===== src/rtl/abstract_cmd_ctrl_pkg.sv =====
// abstract_cmd_ctrl_pkg: Debug Module types shared by the abstract-command path
package DM;

    typedef enum logic [2:0] {
        NONE         = 3'd0,
        BUSY         = 3'd1,
        NOTSUPPORTED = 3'd2,
        EXCEPTION    = 3'd3,
        HALTRESUME   = 3'd4,
        BUS          = 3'd5,
        OTHER        = 3'd7
    } cmderr_e;

    typedef enum logic [7:0] {
        ACCESS_REG   = 8'd0,
        QUICK_ACCESS = 8'd1,
        ACCESS_MEM   = 8'd2
    } cmdtype_e;

endpackage


===== src/rtl/abstract_cmd_ctrl.sv =====
// abstract_cmd_ctrl: runs a decoded Access Register command on the halted hart, then optional progbuf
module abstract_cmd_ctrl
    import DM::*;
#(
    parameter int TimeoutCycles = 1024,
    parameter int DataWidth     = 32
) (
    input  logic                 clk_i,
    input  logic                 rst_i,
    input  logic                 cmd_valid_i,
    input  cmdtype_e             cmd_type_i,
    input  logic [2:0]           aarsize_i,
    input  logic                 postexec_i,
    input  logic                 transfer_i,
    input  logic                 write_i,
    input  logic [15:0]          regno_i,
    input  logic                 unsupported_i,
    input  logic                 halted_i,
    input  logic                 cmderr_clear_i,
    input  logic [DataWidth-1:0] data0_i,
    output logic [DataWidth-1:0] data0_o,
    output logic                 data0_we_o,
    output logic                 reg_req_o,
    output logic                 reg_we_o,
    output logic [15:0]          reg_addr_o,
    output logic [DataWidth-1:0] reg_wdata_o,
    input  logic                 reg_gnt_i,
    input  logic                 reg_rvalid_i,
    input  logic [DataWidth-1:0] reg_rdata_i,
    input  logic                 reg_err_i,
    output logic                 exec_req_o,
    input  logic                 exec_ack_i,
    input  logic                 exec_done_i,
    input  logic                 exec_exc_i,
    output logic                 busy_o,
    output cmderr_e              cmderr_o
);

    typedef enum logic [2:0] {IDLE, ACC_REQ, ACC_WAIT, EXEC_REQ, EXEC_WAIT} state_e;

    localparam int CntW = $clog2(TimeoutCycles + 1);

    state_e          state;
    logic [CntW-1:0] cnt;
    logic            postexec_q;
    logic [2:0]      size_q;
    cmderr_e         ev;
    cmderr_e         err;
    logic            timeout;
    logic            abort;
    logic            rd_ok;

    function automatic logic [DataWidth-1:0] fit(input logic [2:0] size, input logic [DataWidth-1:0] d);
        return size == 3'd0 ? {{(DataWidth-8){1'b0}}, d[7:0]} :
               size == 3'd1 ? {{(DataWidth-16){1'b0}}, d[15:0]} : d;
    endfunction

    assign timeout    = cnt == CntW'(TimeoutCycles);
    assign busy_o     = state != IDLE;
    assign reg_req_o  = state == ACC_REQ;
    assign exec_req_o = state == EXEC_REQ;
    assign rd_ok      = state == ACC_WAIT && reg_rvalid_i && !reg_err_i && !reg_we_o;
    assign data0_we_o = rd_ok;
    assign data0_o    = rd_ok ? fit(size_q, reg_rdata_i) : '0;
    assign abort      = state != IDLE && ev != NONE;
    assign err        = ev != NONE ? ev : (state != IDLE && cmd_valid_i) ? BUSY : NONE;

    // Error raised by the current state; in busy states any error also aborts to IDLE
    always_comb begin
        ev = NONE;
        case (state)
            IDLE:      ev = !(cmd_valid_i && cmderr_o == NONE) ? NONE :
                            (unsupported_i || cmd_type_i != ACCESS_REG) ? NOTSUPPORTED :
                            !halted_i ? HALTRESUME : NONE;
            ACC_REQ:   ev = !halted_i ? HALTRESUME : reg_gnt_i ? NONE : timeout ? OTHER : NONE;
            ACC_WAIT:  ev = reg_rvalid_i ? (reg_err_i ? EXCEPTION : NONE) :
                            !halted_i ? HALTRESUME : timeout ? OTHER : NONE;
            EXEC_REQ:  ev = exec_ack_i ? NONE : timeout ? OTHER : NONE;
            EXEC_WAIT: ev = exec_exc_i ? EXCEPTION : exec_done_i ? NONE : timeout ? OTHER : NONE;
            default:   ev = NONE;
        endcase
    end

    // Command FSM with sticky cmderr, per-state timeout counter and latched request fields
    always_ff @(posedge clk_i or posedge rst_i) begin
        if (rst_i) begin
            state       <= IDLE;
            cnt         <= '0;
            cmderr_o    <= NONE;
            postexec_q  <= 1'b0;
            size_q      <= 3'd0;
            reg_we_o    <= 1'b0;
            reg_addr_o  <= '0;
            reg_wdata_o <= '0;
        end else begin
            cmderr_o <= (err != NONE && (cmderr_o == NONE || cmderr_clear_i)) ? err :
                        cmderr_clear_i ? NONE : cmderr_o;
            cnt      <= (state == IDLE || abort) ? '0 : cnt + 1'b1;
            if (abort) begin
                state <= IDLE;
            end else begin
                case (state)
                    IDLE: if (cmd_valid_i && cmderr_o == NONE && ev == NONE && (transfer_i || postexec_i)) begin
                        state       <= transfer_i ? ACC_REQ : EXEC_REQ;
                        postexec_q  <= postexec_i;
                        size_q      <= aarsize_i;
                        reg_we_o    <= write_i;
                        reg_addr_o  <= regno_i;
                        reg_wdata_o <= fit(aarsize_i, data0_i);
                    end
                    ACC_REQ: if (reg_gnt_i) begin
                        state <= ACC_WAIT;
                        cnt   <= '0;
                    end
                    ACC_WAIT: if (reg_rvalid_i) begin
                        state <= postexec_q ? EXEC_REQ : IDLE;
                        cnt   <= '0;
                    end
                    EXEC_REQ: if (exec_ack_i) begin
                        state <= EXEC_WAIT;
                        cnt   <= '0;
                    end
                    EXEC_WAIT: if (exec_done_i) begin
                        state <= IDLE;
                        cnt   <= '0;
                    end
                    default: state <= IDLE;
                endcase
            end
        end
    end

endmodule


===== config.mk =====
export PLATFORM = sky130hd
export DESIGN_NAME = abstract_cmd_ctrl
export DESIGN_NICKNAME = d
export VERILOG_FILES = /design/src/rtl/abstract_cmd_ctrl_pkg.sv /design/src/rtl/abstract_cmd_ctrl.sv
export SDC_FILE = /design/constraint.sdc
export NUM_CORES = 1
export LEC_CHECK = 0
export BUFFER_PORTS_ARGS = -buffer_cell sky130_fd_sc_hd__buf_2
export CELL_PAD_IN_SITES_DETAIL_PLACEMENT = 1
export CELL_PAD_IN_SITES_GLOBAL_PLACEMENT = 1
export CORE_MARGIN = 8
export CORE_UTILIZATION = 33
export CTS_CLUSTER_SIZE = 30
export DETAILED_ROUTE_END_ITERATION = 7
export PLACE_DENSITY = 0.88
export SLEW_MARGIN = 20
export SYNTH_ARGS = -nofsm -noshare
export SYNTH_HDL_FRONTEND = slang
export SYNTH_SLANG_ARGS = --single-unit

===== constraint.sdc =====
create_clock -name clk_i -period 2.6 [get_ports clk_i]
set_input_delay 0.26 -clock clk_i [delete_from_list [all_inputs] [get_ports clk_i]]
set_output_delay 0.26 -clock clk_i [all_outputs]
set_load 0.03 [all_outputs]

# --- Yosys cells after proc, flatten, opt, wreduce, memory -nomap -nowiden ---
# Cells that the tools add are included.
totals:
  ff_bits: 70
  input_bits: 106
  out_inout_bits: 88
  word_cells: 87
classes:
  add_sub_neg: 1
  n_eq_ne: 12
  n_mux: 38
  bitwise_logic: 1
  reduce_logical: 27
ops:
  columns: ["cell", "count"]
  rows:
  - ["2-to-1 mux 32 bit", 5]
  - ["2-to-1 mux 11 bit", 6]
  - ["2-to-1 mux 3 bit", 20]
  - ["case mux 11 bit (4 select lines)", 1]
  - ["case mux 3 bit (5 select lines)", 2]
  - ["logical NOT 3 bit", 5]
  - ["adder 11 x 1 -> 11 bit (second input constant)", 1]
  - ["equality test 11 bit (second input constant)", 1]
  - ["equality test 3 x 1 -> 1 bit (second input constant)", 3]
  - ["logical AND 1 bit", 9]
  - ["nonzero test 3 bit", 3]
  - ["nonzero test 8 bit", 1]
  - ["equality test 3 x 2 -> 1 bit (second input constant)", 2]
  - ["2-to-1 mux 2 bit", 3]
  - ["inequality test 3 x 1 -> 1 bit (second input constant)", 2]
  - ["inequality test 3 bit (second input constant)", 2]
  - ["AND reduction 5 bit", 1]
  - ["logical OR 1 bit", 4]
  - ["equality test 3 bit (second input constant)", 1]
  - ["inequality test 3 x 2 -> 1 bit (second input constant)", 1]
  - ["AND reduction 3 bit", 1]
  - ["logical NOT 1 bit", 2]
  - ["nonzero test 2 bit", 1]
  - ["2-to-1 mux 1 bit", 1]
  - ["inverter 1 bit", 1]

# --- Depth between registers and ports, before layout ---
logic_depth:
  word_depth: 12
  depth_mapped: 7
  ltp_nobuf: 5

# --- Least setup slack after synthesis ---
# OpenSTA, ideal clock, no wires.
synth_timing:
  kind: "reg-to-output"
  from: "reg state[2]"
  to: "out data0_o[10]"
  arrival_time_ps: 2076
  required_time_ps: 2340
  slack_ps: 264
  path_stages_with_launch: 7
  path_buffers: 2
  path_cell_list: "dfrtp_1 -> clkbuf_1 -> nor2b_1 -> nor4b_1 -> clkbuf_1 -> o31a_1 -> and2_1"
synth_via:
  elab_chain_cells: 5
synth_lines:
  columns: ["element", "line", "rtl"]
  rows:
  - ["start: declaration", "abstract_cmd_ctrl.sv:43", "state_e state;"]
  - ["start signal: assignment", "abstract_cmd_ctrl.sv:104", "state <= transfer_i ? ACC_REQ : EXEC_REQ;"]
  - ["start signal: assignment", "abstract_cmd_ctrl.sv:116", "state <= postexec_q ? EXEC_REQ : IDLE;"]
  - ["equality test 3 x 2 -> 1 bit", "abstract_cmd_ctrl.sv:62", "assign rd_ok = state == ACC_WAIT && reg_rvalid_i && !reg_err_i && !reg_we_o;"]
  - ["logical AND 1 bit (3 in series)", "abstract_cmd_ctrl.sv:62", null]
  - ["named net data0_we_o", "abstract_cmd_ctrl.sv:22", "output logic data0_we_o,"]
  - ["2-to-1 mux 32 bit", "abstract_cmd_ctrl.sv:64", "assign data0_o = rd_ok ? fit(size_q, reg_rdata_i) : '0;"]
  - ["end: declaration", "abstract_cmd_ctrl.sv:21", "output logic [DataWidth-1:0] data0_o,"]
# The timed path passes the listed nets, and every way through them passes these cells.

# --- Worst setup path in the final report ---
layout_timing:
  from: "reg state[1]"
  to: "out data0_o[9]"
layout_via:
  elab_chain_cells: 5
layout_lines:
  columns: ["element", "line"]
  rows:
  - ["equality test 3 x 2 -> 1 bit", "abstract_cmd_ctrl.sv:62"]
  - ["logical AND 1 bit (3 in series)", "abstract_cmd_ctrl.sv:62"]
  - ["2-to-1 mux 32 bit", "abstract_cmd_ctrl.sv:64"]
# Every way passes these cells.

==> summary.md <==
| Metric | Value |
|---|---|
| Post-synthesis sequential area ratio | between 40% and 50% |
| Comb power frac | 27.3% |
| Ys async rst share | 100% |
| CP max-delay cell | dfrtp_2 |
| #FFs+latches synth | 70 |
| Crit-path max FO | 11 |
| Psw | 0.000924 W |
| Worst Path Buf+Inv | 2 |
| Initial antenna violation count | 0 |
| Critical setup path kind | flip-flop to primary output |
| CTS tree | built |
| Hold depth | 3 |
| Clock sinks | 70 |
| Predominant post-synthesis flop cell | dfrtp_1 |
| Synth cell types | 49 |
| Arr. time, crit path | between 2 and 2.5 ns |
| Crit-path max cell delay | 0.46 ns |
| PwrDens | 548 nW/um2 |
| Via count | 3304 |
| Leak | 2.74 nW |
| Layout area overhead | 36.5% |
| Num ports | 194 |
| Seq pwr share | 43.4% |
| Fraction of layout cells with a size suffix above 1 | 49.4% |
| Synth warn | 0 |
| Peak VDD IR | 0.399 mV |
| FF-to-FF path depth | 6 |
| Final hold vios | 0 |
| First drt pass iteration count | 4 |
| Relative slew slack | 65.2% |
| Worst-path cell chain | nor2b_1 -> nor4b_2 -> buf_4 -> o31a_1 -> and2_1 -> buf_2 |
| Port bufs | 193 |
| Clk_lat worst skew | 0.34 ns |
| Final GP Congestion | 0.820 |
| CP Capture Type | primary output |
| Die ar. | 14500 um2 |
| Final WL | ~12000 um |
| Max-slew violations | 0 |
| Core area | 10700 um2 |
| Ant diodes | 0 |
| Fin nets | 644 |
| Clock-pin slew on the worst setup and hold paths | 0.08 ns |
| CTS Buf Count | 9 |
| Die height | 120 um |
| Setup TNS | 0 ns |
| Vias per inst | 4.85 |
| Drt wl/cell | 17.5 um |
| F_max | 416 MHz |
| 1st-iter DRT viols | roughly 120 |
| Fin Hold WS | 0.137 ns |
| Syn_nets | ~450 |
| CP startpoint kind | flip-flop |
| Avg Cell Area, Syn | 10.7 um2 |
| Commonest non-fill, non-tap cell in the layout | buf_2 |
| First-pass GRT wire length | 19300 um |
| Final Critical Period | ~2.4 ns |
| Worst min-delay path class | input port to flip-flop |
| Worst Skew | 0.0108 ns |
| Clock share of power | between 20% and 30% |
| Drt drc | 0 |
| Depth of the CTS H-tree | 3 |
| DP HPWL | 9430 um |
| Post-synth design cell area | 3600 um2 |
| Total GRT Usage | approximately 16% |
| Status | finished clean |
| Clock Root Buffer | clkbuf_8 |
| Number of routed nets with antenna violations | 0 |
| Sw Ratio | between 30% and 40% |
| Slew @ Worst Pin | between 0.5 and 0.6 ns |
| Critical path required time | 2.34 ns |
| Starting density of the core | 33.5% |
| Crit path max-delay family | simple AND/OR/NAND/NOR gates |
| Vias in the first global route | 3754 |
| Largest net degree at the start of global routing | 52 |
| Number of synthesized flops with an enable pin | 0 |
| Final period util | 92.4% |
| Cells after Synth | 337 |
| Max-cap viol count | 0 |
| Pint | 0.00177 W |
| Commonest non-fill, non-tap cells in the layout | buf_2, dfrtp_1, nand2_1, and2_1, mux2_4 |
| Num rows | 38 |
| Endpoints failing setup | 0 |
| Global route total overflow | 0 |
| Die width | 120 um |
| Crit path depth | 6 |
| Max clock buf depth | 2 |
[synthesized netlist by cell type, drive strengths merged, types with 4 or more instances]
cell	number	share of area, %
a21oi	6	0.83
and2	35	6.1
buf	10	2.7
clkbuf	9	0.94
dfrtp	70	49
inv	11	1.1
mux2	30	12
nand2	50	5.2
nor2	7	0.73
nor2b	4	0.70
nor3	4	0.56
nor4	13	2.7
o21ai	36	5.0
xor2	7	1.7
[tightest hold or removal path, delay by kind of cell]
family          cells  cell delay, ns
buf+inv             1            0.09
simple gates        1            0.05
compound gates      1            0.05
[flip-flops by register name (all words and copies together) (netlist names)]
register	flops
state	3
reg_we_o	1
postexec_q	1
reg_wdata_o	32
cnt	11
size_q	3
cmderr_o	3
reg_addr_o	16
[stage by stage]
step	setup WS (ns)	cell area, um2	cells	power (W)	utilization, %
final	0.198	4910	681	0.00269	45.7
after global routing	-0.0611	4910	681	0.00284	45.7
after CTS	0.0205	4880	678	0.00271	45.4
after detailed placement	0.178	4690	661	0.00191	43.7
after global placement	0.361	4690	661	0.00187	43.7
after floorplan	0.264	3600	337	0.00166	-
[area by class of cell]
cell class / instances / area [um2]
well taps: 140 / 175
clock buffers: 9 / 124
multi-input cells: 237 / 1700
fillers: 1292 / 5830
repair buffers: 207 / 1070
clock inverters: 7 / 48.8
flip-flops and latches: 70 / 1750
inverters: 11 / 41.3
[per-layer routing]
metal  GRT usage [%]  wire [um]  up-vias
met5               0          0        -
met4            2.97         51        0
met3            6.67       1010        6
met2            28.2       6060      123
met1            18.7       4780     1616
li1                -          -     1559
[power groups by stage]
stage / Combinational [W] / Sequential [W] / Clock (W)
final: 0.000733 / 0.00117 / 0.000789
after global placement: 0.000684 / 0.00119 / 0
after CTS: 0.000717 / 0.00117 / 0.000823
after global routing: 0.000814 / 0.00117 / 0.000855
after detailed placement: 0.000715 / 0.00119 / 0
after floorplan: 0.000421 / 0.00124 / 0
[cells by family after synthesis]
| group | after synthesis | share of synthesized area (%) |
|---|---|---|
| flip-flops | 70 | 48.7 |
| buffers and inverters | 30 | 4.83 |
| multiplexers | 30 | 12.4 |
| XOR/XNOR | 9 | 2.19 |
| adder cells (fa/ha/maj) | 2 | 0.695 |
| AO/OA/AOI/OAI | 62 | 11.0 |
| AND/OR/NAND/NOR | 134 | 20.2 |
[path summary, 6_finish.rpt]
check	from	to	slack, ns
worst max-delay path	state[1]	data0_o[9]	0.20
worst min-delay path	data0_i[16]	reg_wdata_o[16]	0.14
worst max register to register	state[1]	cmderr_o[0]	0.31
worst min register to register	reg_wdata_o[29]	reg_wdata_o[29]	0.48
max in group asynchronous	rst_i	reg_wdata_o[9]	1.34
min in group asynchronous	rst_i	reg_addr_o[14]	0.52
[timing repair]
| action | in CTS | in global routing |
|---|---|---|
| setup buffers | 0 | 3 |
| hold buffers | 1 | 0 |
| setup endpoints to repair | 24 | 24 |
| gates cloned | 0 | 0 |
| pin swaps | 0 | 0 |
| resized for setup | 2 | 2 |
| endpoints found under the hold margin | 22 | 0 |
No activity file was read; power rests on OpenSTA's default activity.
